**src/rtl/encoder_8to3_df_pkg.sv**
```systemverilog
// Shared widths, reset values and the packed result type for the 8-to-3 encoder.
// The 5-bit result struct is what the top-level output register holds.
package encoder_8to3_df_pkg;

  localparam int ENC_IN_W  = 8;
  localparam int ENC_OUT_W = 3;

  localparam logic [ENC_OUT_W-1:0] ENC_RST_OUT = 3'b000;

  typedef struct packed {
    logic [ENC_OUT_W-1:0] idx;
    logic                 valid;
    logic                 multi;
  } enc_res_t;

  localparam enc_res_t ENC_RST_RES = '{idx: ENC_RST_OUT, valid: 1'b0, multi: 1'b0};

endpackage

```
**src/rtl/encoder_8to3_core.sv**
```systemverilog
// Combinational 8-to-3 encode: one-hot OR-plane plus a highest-index priority fallback.
// Zero input yields index 0 with valid low; no state, no handshake.
module encoder_8to3_core
  import encoder_8to3_df_pkg::*;
(
  input  logic [ENC_IN_W-1:0]  in_i,
  output logic [ENC_OUT_W-1:0] out_c_o,
  output logic                 valid_c_o,
  output logic                 multi_c_o
);

  logic [ENC_OUT_W-1:0] oh_idx;
  logic [ENC_OUT_W-1:0] pri_idx;
  logic                 multi;

  // Exact only when at most one bit is set.
  assign oh_idx[2] = |in_i[7:4];
  assign oh_idx[1] = |{in_i[7:6], in_i[3:2]};
  assign oh_idx[0] = |{in_i[7], in_i[5], in_i[3], in_i[1]};

  always_comb begin
    pri_idx = ENC_RST_OUT;
    for (int k = 0; k < ENC_IN_W; k++) begin
      if (in_i[k]) pri_idx = ENC_OUT_W'(k);
    end
  end

  always_comb begin
    multi = 1'b0;
    for (int i = 0; i < ENC_IN_W - 1; i++) begin
      for (int j = i + 1; j < ENC_IN_W; j++) begin
        multi = multi | (in_i[i] & in_i[j]);
      end
    end
  end

  assign out_c_o   = multi ? pri_idx : oh_idx;
  assign valid_c_o = |in_i;
  assign multi_c_o = multi;

endmodule

```
**src/rtl/encoder_8to3_df.sv**
```systemverilog
// 8-to-3 encoder with a single registered output stage (one-cycle latency).
// Accepts a new sample every cycle; synchronous reset overrides the sample.
module encoder_8to3_df
  import encoder_8to3_df_pkg::*;
(
  input  logic                 clk,
  input  logic                 rst,
  input  logic [ENC_IN_W-1:0]  in,
  output logic [ENC_OUT_W-1:0] out,
  output logic                 valid,
  output logic                 multi
);

  enc_res_t res_d;
  enc_res_t res_q;

  encoder_8to3_core u_core (
    .in_i      (in),
    .out_c_o   (res_d.idx),
    .valid_c_o (res_d.valid),
    .multi_c_o (res_d.multi)
  );

  always_ff @(posedge clk) begin
    if (rst) begin
      res_q <= ENC_RST_RES;
    end else begin
      res_q <= res_d;
    end
  end

  assign out   = res_q.idx;
  assign valid = res_q.valid;
  assign multi = res_q.multi;

endmodule

```
**config.mk**
```make
export PLATFORM = sky130hd
export DESIGN_NAME = encoder_8to3_df
export DESIGN_NICKNAME = d
export VERILOG_FILES = /design/src/rtl/encoder_8to3_df_pkg.sv /design/src/rtl/encoder_8to3_core.sv /design/src/rtl/encoder_8to3_df.sv
export SDC_FILE = /design/constraint.sdc
export NUM_CORES = 1
export LEC_CHECK = 0
export CAP_MARGIN = 20
export CORE_AREA = 8 8 45 47
export DETAILED_ROUTE_END_ITERATION = 10
export DIE_AREA = 0 0 53 55
export PLACE_DENSITY = 0.45
export SETUP_SLACK_MARGIN = 0.2
export SLEW_MARGIN = 20
export SYNTH_ARGS = -nofsm -noshare
export SYNTH_HDL_FRONTEND = slang
export SYNTH_SLANG_ARGS = --single-unit
```
**constraint.sdc**
```tcl
create_clock -name clk -period 2 [get_ports clk]
set_input_delay 0.4 -clock clk [delete_from_list [all_inputs] [get_ports clk]]
set_output_delay 0.4 -clock clk [all_outputs]
set_load 0.01 [all_outputs]
```
==> metrics, run 1 <==
vias in the first global route=318; Core ar.=1380 um2; commonest non-fill, non-tap cell in the layout=clkdlybuf4s50_1; area grow syn2layout=85.1%; Synth Cell Area=269 um2; endpoint class of the critical path=flop; cell row count=14; CP delay by family, top=simple AND/OR/NAND/NOR gates; ratio of final minimum period to clock period=0.867; via count=317; Slew Viols, Final=0; total power=0.296 mW; final WL=803 um; first-pass GRT wire length=1100 um; CTS tree=yes; drt first pass iters=4; largest net degree at the start of global routing=8; total global routing overflow=0; Die H=55 um; Reg clk slew, reported paths=0.04 ns; WP data arrival=1.84 ns; non-filler cells, final=68; Crit path depth=4; Critical Path RT=2.11 ns; Residual DRC=0; CP Launch Point=in[4]; cell area after layout=498 um2; worst rel slew slack=0.776; Crit-path slowest cell=or4_4; Avg Inst Size Synth=8.97 um2; # diodes=0; worst stage delay on the critical path=0.58 ns; Finish-stage setup viols=0; Initial Util=0.194; Cell variety after synth=19; Chip Width=53 um; FMAX=0.577 GHz; most frequent cells in the layout=14 x clkdlybuf4s50_1, 5 x dfxtp_1, 4 x buf_4; hold buffer count at CTS=0; Crit Path Max Fanout=4; initial antenna violation count=0; post-layout min period=1.73 ns; Final nets=63; Seq/Total Area, Yosys=0.372; Worst Path Buf+Inv=1; CTS root buf=clkbuf_4; DRT iter0 DRCs=2; clock buffer depth=2; global placer's final weighted congestion=0.813; Placed Cells=64; io pins=15; Die ar.=2920 um2; GRT Overall Usage=0.0525; hold_ws=0.833 ns; vias per std cell=4.66; Post-CTS Setup Inserts=0; crit path launch type=primary input; Post-DRT Antenna Nets=0; fillers=146; H-tree depth=1; pwr dens=595 nW/um2; Worst Path Class, Setup=in -> reg; Mapped Nets=40; layout cell share with drive strength beyond 1=0.212; post-CTS sizing=0; Max Cap Violations=0; Final Hold Viols=0; Lkg Pwr=0.185 nW; wire length per cell=11.8 um; crit path cell chain=clkdlybuf4s50_1 -> or4_4 -> a2111oi_4 -> o32ai_1; total CTS buffers=3; Worst setup endpoint=multi; number of clock sinks=5; # port buffers=14; Post-DP Area=459 um2; post-synthesis register bit count=5; outcome=complete, no violations; Hold Crit Class=in -> reg; Yosys Warn Count=0; RSZ-0062 raised after global routing=no; Post-Synthesis Cells=30; worst slew pin tran=0.331 ns; Max VDD drop=128 uV
==> registers in the layout (all words and copies together), names as in the netlist <==
signal and cells:
out 3, valid 1, multi 1
==> power by group <==
group / switching [mW] / internal [mW] / total (mW)
sequential: 0.00161 / 0.107 / 0.109
combinational: 0.0310 / 0.0438 / 0.0748
clock: 0.0374 / 0.0752 / 0.113
total: 0.0700 / 0.226 / 0.296
==> cell type report <==
cell class                 instances  area [um2]  share of cell area
multi-input combinational         23         174               0.349
sequential                         5         100               0.201
tap                               16        20.0              0.0402
timing repair buffer              18         170               0.342
clock buffer                       4        26.3              0.0528
inverter                           2        7.51              0.0151
==> synthesized netlist by cell type <==
library cell | count | area share
o21ai_0 | 2 | 0.037
and2b_2 | 1 | 0.033
dfxtp_1 | 5 | 0.37
o41ai_1 | 1 | 0.033
nor2_1 | 3 | 0.042
nor3_1 | 2 | 0.037
o21a_1 | 1 | 0.028
or3_2 | 1 | 0.028
nor3b_1 | 1 | 0.028
o31ai_1 | 1 | 0.028
o21ai_1 | 1 | 0.019
maj3_1 | 1 | 0.037
inv_1 | 2 | 0.028
a21boi_1 | 1 | 0.028
o32ai_1 | 1 | 0.033
or4_4 | 1 | 0.042
o311a_1 | 1 | 0.037
a21oi_1 | 3 | 0.056
a2111oi_2 | 1 | 0.056
==> through the flow <==
step / setup TNS, ns / setup slack (ns) / utilization
6_report: 0 / 0.266 / 0.360
5_1_grt: 0 / 0.238 / 0.360
4_1_cts: 0 / 0.222 / 0.351
3_5_place_dp: -0.0375 / -0.0225 / 0.332
3_3_place_gp: 0 / 0.00305 / 0.332
2_1_floorplan: 0 / 0.480 / -
==> cells by family (layout without fill, tap and decap cells) <==
kind of cell | Yosys count | in the layout | share of synthesized area
DFF | 5 | 5 | 0.372
adders and majority gates | 1 | 1 | 0.0372
buffers and inverters | 2 | 24 | 0.0279
AOI/OAI and AO/OA | 13 | 13 | 0.353
and+or+nand+nor | 9 | 9 | 0.209
==> per-layer routing <==
layer / vias to the layer above / wire length (um) / share of wire / global-route usage
met1: 138 / 287 / 0.36 / 0.0412
met4: 0 / 14 / 0.017 / 0.0647
met2: 16 / 424 / 0.53 / 0.0918
met3: 2 / 76 / 0.095 / 0.0187
li1: 161 / - / - / -
met5: - / 0 / 0 / 0
==> how the worst min path moves through the flow <==
stage	start	end	slack (ns)	cells past startpoint
5_1_grt	rst	out[1]	0.85	2
3_3_place_gp	rst	out[1]	1.07	2
4_1_cts	rst	out[1]	0.82	2
2_1_floorplan	rst	out[1]	0.47	1
3_5_place_dp	rst	out[1]	1.07	2
6_report	rst	out[1]	0.83	2
Power figures use the tool's default switching activity.
==> inputs of run 2 (changes only) <==
--- a/config.mk
+++ b/config.mk
@@ -7,8 +7,10 @@
 export LEC_CHECK = 0
 export CAP_MARGIN = 20
 export CORE_AREA = 8 8 45 47
+export CTS_CLUSTER_SIZE = 12
 export DETAILED_ROUTE_END_ITERATION = 10
 export DIE_AREA = 0 0 53 55
+export MAX_ROUTING_LAYER = met4
 export PLACE_DENSITY = 0.45
 export SETUP_SLACK_MARGIN = 0.2
 export SLEW_MARGIN = 20
==> results of run 2 <==
No change in the layout: final DEF, timing and power equal those of run 1.
Among the figures that moved: final weighted congestion in routability-driven placement 0.813 -> 0.825; overall routing resource usage 0.0525 -> 0.0541
==> inputs of run 3 (changes only) <==
--- a/config.mk
+++ b/config.mk
@@ -7,12 +7,13 @@
 export LEC_CHECK = 0
 export CAP_MARGIN = 20
 export CORE_AREA = 8 8 45 47
-export CTS_CLUSTER_SIZE = 12
+export CTS_CLUSTER_SIZE = 16
 export DETAILED_ROUTE_END_ITERATION = 10
 export DIE_AREA = 0 0 53 55
 export MAX_ROUTING_LAYER = met4
 export PLACE_DENSITY = 0.45
 export SETUP_SLACK_MARGIN = 0.2
+export SKIP_CTS_REPAIR_TIMING = 1
 export SLEW_MARGIN = 20
 export SYNTH_ARGS = -nofsm -noshare
 export SYNTH_HDL_FRONTEND = slang
==> results of run 3 <==
No change in the layout: final DEF, timing and power equal those of run 1.
Among the figures that moved: final weighted congestion in routability-driven placement 0.813 -> 0.825; overall routing resource usage 0.0525 -> 0.0541
